$ cat src/rtl/hilo_div_unit.sv
// Multi-cycle signed restoring divider that owns the HI/LO register pair.
// Optional fast path for trivial divides is enabled by defining DIV_EARLY_OUT_EN.
module hilo_div_unit #(
    parameter int DATA_W = 32
) (
    input  logic              clk_i,
    input  logic              rst_i,
    input  logic              div_i,
    input  logic [DATA_W-1:0] src1_i,
    input  logic [DATA_W-1:0] src2_i,
    input  logic              hilo_we_i,
    input  logic [DATA_W-1:0] hi_wdata_i,
    input  logic [DATA_W-1:0] lo_wdata_i,
    output logic [DATA_W-1:0] hi_o,
    output logic [DATA_W-1:0] lo_o,
    output logic              busy_o,
    output logic              done_o,
    output logic              dz_o
);

    localparam int CNT_W = $clog2(DATA_W + 1);

    typedef enum logic [1:0] {
        IDLE = 2'b00,
        CALC = 2'b01,
        FIX  = 2'b10
    } state_t;

    function automatic logic [DATA_W-1:0] neg_val(input logic [DATA_W-1:0] v);
        neg_val = ~v + DATA_W'(1);
    endfunction

    function automatic logic [DATA_W-1:0] abs_val(input logic [DATA_W-1:0] v);
        abs_val = v[DATA_W-1] ? neg_val(v) : v;
    endfunction

    state_t            state_r, state_nx_s;
    logic [CNT_W-1:0]  cnt_r, cnt_nx_s;
    logic [DATA_W-1:0] quo_r, quo_nx_s;
    logic [DATA_W:0]   rem_r, rem_nx_s;
    logic [DATA_W-1:0] dvs_r, dvs_nx_s;
    logic              sign_q_r, sign_q_nx_s;
    logic              sign_r_r, sign_r_nx_s;
    logic              dzc_r, dzc_nx_s;
    logic [DATA_W-1:0] hi_r, hi_nx_s;
    logic [DATA_W-1:0] lo_r, lo_nx_s;
    logic              done_r, done_nx_s;
    logic              dz_r, dz_nx_s;

    logic [DATA_W-1:0] abs_a_s;
    logic [DATA_W-1:0] abs_b_s;
    logic [DATA_W+1:0] shifted_s;
    logic [DATA_W+1:0] diff_s;
    logic              fits_s;

    assign abs_a_s = abs_val(src1_i);
    assign abs_b_s = abs_val(src2_i);

    // One restoring step: remainder||dividend shifted left, trial subtract of the divisor.
    assign shifted_s = {rem_r, quo_r[DATA_W-1]};
    assign diff_s    = shifted_s - {2'b00, dvs_r};
    assign fits_s    = ~diff_s[DATA_W+1];

    // Next-state and datapath update for the divide sequencer and the HI/LO pair.
    always_comb begin
        state_nx_s  = state_r;
        cnt_nx_s    = cnt_r;
        quo_nx_s    = quo_r;
        rem_nx_s    = rem_r;
        dvs_nx_s    = dvs_r;
        sign_q_nx_s = sign_q_r;
        sign_r_nx_s = sign_r_r;
        dzc_nx_s    = dzc_r;
        hi_nx_s     = hi_r;
        lo_nx_s     = lo_r;
        done_nx_s   = 1'b0;
        dz_nx_s     = 1'b0;

        case (state_r)
            IDLE: begin
                if (div_i) begin
                    quo_nx_s    = abs_a_s;
                    rem_nx_s    = {(DATA_W+1){1'b0}};
                    dvs_nx_s    = abs_b_s;
                    sign_q_nx_s = src1_i[DATA_W-1] ^ src2_i[DATA_W-1];
                    sign_r_nx_s = src1_i[DATA_W-1];
                    dzc_nx_s    = (src2_i == {DATA_W{1'b0}});
                    cnt_nx_s    = CNT_W'(DATA_W);
                    state_nx_s  = CALC;
`ifdef DIV_EARLY_OUT_EN
                    // Trivial divides resolve without iterating.
                    if (abs_b_s == DATA_W'(1)) begin
                        quo_nx_s   = abs_a_s;
                        rem_nx_s   = {(DATA_W+1){1'b0}};
                        cnt_nx_s   = {CNT_W{1'b0}};
                        state_nx_s = FIX;
                    end else if ((abs_b_s != {DATA_W{1'b0}}) && (abs_a_s < abs_b_s)) begin
                        quo_nx_s   = {DATA_W{1'b0}};
                        rem_nx_s   = {1'b0, abs_a_s};
                        cnt_nx_s   = {CNT_W{1'b0}};
                        state_nx_s = FIX;
                    end else begin
                        state_nx_s = CALC;
                    end
`endif
                end else if (hilo_we_i) begin
                    hi_nx_s = hi_wdata_i;
                    lo_nx_s = lo_wdata_i;
                end else begin
                    state_nx_s = IDLE;
                end
            end
            CALC: begin
                if (fits_s) begin
                    rem_nx_s = diff_s[DATA_W:0];
                    quo_nx_s = {quo_r[DATA_W-2:0], 1'b1};
                end else begin
                    rem_nx_s = shifted_s[DATA_W:0];
                    quo_nx_s = {quo_r[DATA_W-2:0], 1'b0};
                end
                cnt_nx_s = cnt_r - CNT_W'(1);
                if (cnt_r == CNT_W'(1)) begin
                    state_nx_s = FIX;
                end else begin
                    state_nx_s = CALC;
                end
            end
            FIX: begin
                // A zero divisor leaves the dividend as the remainder; only LO is forced.
                if (dzc_r) begin
                    lo_nx_s = {DATA_W{1'b1}};
                end else if (sign_q_r) begin
                    lo_nx_s = neg_val(quo_r);
                end else begin
                    lo_nx_s = quo_r;
                end
                if (sign_r_r) begin
                    hi_nx_s = neg_val(rem_r[DATA_W-1:0]);
                end else begin
                    hi_nx_s = rem_r[DATA_W-1:0];
                end
                done_nx_s  = 1'b1;
                dz_nx_s    = dzc_r;
                state_nx_s = IDLE;
            end
            default: begin
                state_nx_s = IDLE;
                cnt_nx_s   = {CNT_W{1'b0}};
            end
        endcase
    end

    // State, datapath and output registers; async reset aborts any divide in flight.
    always_ff @(posedge clk_i or negedge rst_i) begin
        if (!rst_i) begin
            state_r  <= IDLE;
            cnt_r    <= {CNT_W{1'b0}};
            quo_r    <= {DATA_W{1'b0}};
            rem_r    <= {(DATA_W+1){1'b0}};
            dvs_r    <= {DATA_W{1'b0}};
            sign_q_r <= 1'b0;
            sign_r_r <= 1'b0;
            dzc_r    <= 1'b0;
            hi_r     <= {DATA_W{1'b0}};
            lo_r     <= {DATA_W{1'b0}};
            done_r   <= 1'b0;
            dz_r     <= 1'b0;
        end else begin
            state_r  <= state_nx_s;
            cnt_r    <= cnt_nx_s;
            quo_r    <= quo_nx_s;
            rem_r    <= rem_nx_s;
            dvs_r    <= dvs_nx_s;
            sign_q_r <= sign_q_nx_s;
            sign_r_r <= sign_r_nx_s;
            dzc_r    <= dzc_nx_s;
            hi_r     <= hi_nx_s;
            lo_r     <= lo_nx_s;
            done_r   <= done_nx_s;
            dz_r     <= dz_nx_s;
        end
    end

    assign hi_o   = hi_r;
    assign lo_o   = lo_r;
    assign busy_o = (state_r != IDLE);
    assign done_o = done_r;
    assign dz_o   = dz_r;

endmodule
$ cat config.mk
export PLATFORM = sky130hd
export DESIGN_NAME = hilo_div_unit
export DESIGN_NICKNAME = d
export VERILOG_FILES = /design/src/rtl/hilo_div_unit.sv
export SDC_FILE = /design/constraint.sdc
export NUM_CORES = 1
export LEC_CHECK = 0
export CAP_MARGIN = 20
export CORE_ASPECT_RATIO = 1.25
export CORE_UTILIZATION = 59
export CTS_CLUSTER_DIAMETER = 50
export CTS_CLUSTER_SIZE = 14
export DETAILED_ROUTE_END_ITERATION = 16
export GPL_TIMING_DRIVEN = 0
export PLACE_DENSITY = 0.87
export REMOVE_ABC_BUFFERS = 1
export SKIP_CTS_REPAIR_TIMING = 1
export SLEW_MARGIN = 20
export SYNTH_ARGS = -nofsm -noshare
export SYNTH_HDL_FRONTEND = slang
export SYNTH_SLANG_ARGS = --single-unit
$ cat constraint.sdc
create_clock -name clk_i -period 5.8 [get_ports clk_i]
set_input_delay 1.16 -clock clk_i [delete_from_list [all_inputs] [get_ports clk_i]]
set_output_delay 1.16 -clock clk_i [all_outputs]
set_load 0.05 [all_outputs]
==> flow_metrics.py <==
metrics = {
    "synthesis": {
        "synth_edf_count": 0,
        "postSynthCellCount": 1351,
        "postSynthAreaPerCell_um2": 8.743,
        "yosysTopAreaCellShare": 0.3686,
        "synth-seq-area-share": 0.3686,
        "synth_area_leaders": "dfrtp_1, o21ai_0, xor2_1, nand2_1, mux2i_1",
        "synth_top_area_cell": "dfrtp_1",
        "yosys_warnings": 0,
        "ys.flop_type": "dfrtp_1",
        "synth.most_common_cell": "nand2_1",
        "syn_area_um2": 11810,
        "synth_common_cells": "nand2_1, dfrtp_1, o21ai_0",
        "synth.distinct_cells": 68,
        "synthArstFlopShare": 1.000,
        "ys_ff_latch": 174,
    },
    "layout": {
        "final_cells": 1777,
        "multi_input_area_um2": 7017,
        "fin_nets": 1670,
        "nFillCells": 1418,
        "seq_area_um2": 4354,
        "drive_gt1_frac": 0.04960,
        "fin_area_um2": 14610,
        "antenna_cells": 0,
        "areaGrowthSynthToFinish_pct": 23.70,
    },
    "routing": {
        "drt_wl_total_um": 32190,
        "firstDrtPassIters": 5,
        "vias": 10978,
        "drtIter0Drc": 1124,
        "post-route-drc-count": 0,
        "viasPerCell": 6.178,
        "wl_per_cell_um": 18.11,
        "ant_nets": 0,
    },
    "hold_path": {
        "hold-path-cell-count": 2,
        "hp-class": "flip-flop to flip-flop",
    },
    "cts": {
        "clockBufferDepth": 2,
        "clk_latency_ns": 0.44,
        "cts_buffers": 17,
        "cts.root.buffer_cell": "clkbuf_16",
        "cts_tree": "done",
        "h-tree-depth": 4,
        "clock-sinks": 174,
        "clk_pin_slew_worst_paths_ns": 0.07,
    },
    "floorplanning": {
        "ios": 199,
        "fp.coreArea_um2": 19540,
        "die_w_um": 128.6,
        "die_area_um2": 20590,
        "start_util": 0.6044,
        "num_rows": 57,
        "die_h_um": 160.2,
    },
    "power": {
        "internal-power_uw": 3370,
        "power.leakage_uw": 0.005563,
        "power_density_nw_per_um2": 393.8,
        "ir_drop_uv": 260.5,
        "switchingPower_uw": 2383,
        "clock_power_share": 0.209,
        "power.total_uw": 5753,
        "p_comb_frac": 0.453,
        "p_sw_frac": 0.4142,
        "seqPwrFrac": 0.338,
    },
    "placement": {
        "gp_congestion": 0.9474,
        "dpl.hpwl_um": 23110,
        "preCtsSetupSlack_ns": 1.503,
        "dp.cells": 1744,
        "placed_cell_area_um2": 13990,
        "portBuffers": 198,
    },
    "sta": {
        "hold_violations": 0,
        "period_needed_ns": 3.884,
        "max-slew-margin-rel": 0.2179,
        "tightest_slew_ns": 1.173,
        "slew_viol_final": 0,
        "finClkSkew_ns": 0.009431,
        "finalSetupViolCount": 0,
        "period_share": 0.6696,
        "fin_ws_ns": 1.916,
        "max_freq_mhz": 257.5,
        "rsz0062_at_grt": "false",
    },
    "critical_path": {
        "rr_startpoint": "rem_r[21]",
        "required_ns": 6.08,
        "rr_worst_depth": 11,
        "ff2ff_setup_slack_ns": 1.92,
        "crit_path_end": "rem_r[1]",
        "crit_fanout": 34,
        "worstSetupPathType": "flip-flop to flip-flop",
        "start_kind": "flip-flop",
        "worstSetupEndpointType": "flip-flop",
        "startpoint": "rem_r[21]",
        "critPathArrivalTime_ns": 4.16,
        "r2r-end": "rem_r[1]",
    },
    "global_routing": {
        "grt_max_degree": 102,
        "grt_pass1_wl_um": 52500,
        "grt_pass1_vias": 10707,
        "gr-usage-all-layers": 0.3199,
        "antenna_found_initial": 0,
        "gr-total-overflow": 0,
    },
    "job": {
        "drv_cap": 0,
    },
    "outcome": {
        "status": "completed",
    },
}
-- power groups by stage --
stage | Clock (uW) | Sequential (uW) | Combinational [uW]
final | 1200 | 1950 | 2600
after global routing | 1250 | 1980 | 2870
after CTS | 1200 | 1930 | 2570
after detailed placement | 0 | 1950 | 2530
after global placement | 0 | 1920 | 2390
after floorplan | 0 | 1810 | 1940
-- flip-flops by register name (all words and copies together) (netlist names) --
signal	cells
dz_o	1
done_o	1
dvs_r	32
lo_o	32
sign_r_r	1
sign_q_r	1
quo_r	32
rem_r	33
hi_o	32
state_r	2
cnt_r	6
dzc_r	1
-- worst max-delay path, stage by stage, from the launching register on --
cell and delay [ns]:
dfrtp_1 0.47, ha_1 0.40, a21o_1 0.21, a21o_1 0.17, a21oi_1 0.22, nor2_1 0.07, a2111oi_0 0.71, o311ai_0 0.41
o211ai_4 0.46, buf_16 0.25, mux2i_1 0.21, o22ai_1 0.11
-- layer usage --
layer	wire length [um]	global-route usage	share of wire	up-vias
li1	-	-	-	5178
met1	12560	0.3747	0.39	5259
met2	16380	0.5752	0.51	452
met3	2091	0.04958	0.065	89
met4	1147	0.1321	0.036	0
met5	0	0	0	-
-- kinds of logic (layout without fill, tap and decap cells) --
logic type,count (synthesis),after routing,synth area share
AO/OA/AOI/OAI,403,403,0.2237
XOR/XNOR,145,145,0.1075
adder cells (fa/ha/maj),39,39,0.04195
buffers and inverters,129,290,0.04121
flip-flops,174,174,0.3686
multiplexers,69,69,0.05858
AND/OR/NAND/NOR,392,392,0.1584
-- worst min path at each step --
stage	slack [ns]	startpoint	to
3_5_place_dp	0.47	dvs_r[15]	dvs_r[15]
6_report	0.48	dvs_r[2]	dvs_r[2]
4_1_cts	0.48	dvs_r[15]	dvs_r[15]
2_1_floorplan	0.45	dvs_r[10]	dvs_r[10]
3_3_place_gp	0.46	dvs_r[2]	dvs_r[2]
5_1_grt	0.50	dvs_r[15]	dvs_r[15]
-- through the flow --
step | hold slack, ns | util | TNS (ns)
after detailed placement | 0.4703 | 0.7158 | 0
final | 0.4775 | 0.7477 | 0
after floorplan | 0.4498 | - | 0
after CTS | 0.4844 | 0.7470 | 0
after global placement | 0.4627 | 0.7085 | -584.87
after global routing | 0.4957 | 0.7477 | 0
-- layout make-up --
class / instances / share of cell area
sequential: 174 / 0.2980
inverter: 55 / 0.01413
timing repair buffer: 203 / 0.1432
clock buffer: 18 / 0.03006
multi-input combinational: 1048 / 0.4803
clock inverter: 14 / 0.01165
tap: 265 / 0.02269
-- placed cells by master (no fill, tap or decap), types with 5 or more instances in the layout --
cell type | Yosys | routed
a31oi_1 | 5 | 5
and3_1 | 6 | 6
o41ai_1 | 16 | 16
o22ai_1 | 6 | 6
o21ai_0 | 149 | 149
or4_1 | 13 | 13
or2_2 | 11 | 10
xor2_1 | 84 | 84
nor2_1 | 39 | 38
inv_6 | 0 | 5
a21oi_1 | 44 | 44
a22oi_1 | 57 | 57
xnor2_1 | 61 | 61
or3_1 | 9 | 9
clkdlybuf4s50_1 | 0 | 196
o311ai_0 | 24 | 24
ha_1 | 38 | 38
nor2b_1 | 17 | 14
nor4_1 | 13 | 13
nand2_1 | 191 | 191
nand3_1 | 41 | 41
inv_1 | 54 | 54
o211ai_1 | 6 | 6
o31ai_1 | 32 | 32
nand2b_1 | 17 | 14
nor3_1 | 16 | 16
clkbuf_16 | 0 | 17
o22a_1 | 5 | 5
dfrtp_1 | 174 | 174
a21o_1 | 19 | 19
mux2i_1 | 68 | 68
Note: power is estimated with default switching activity, not from simulation.
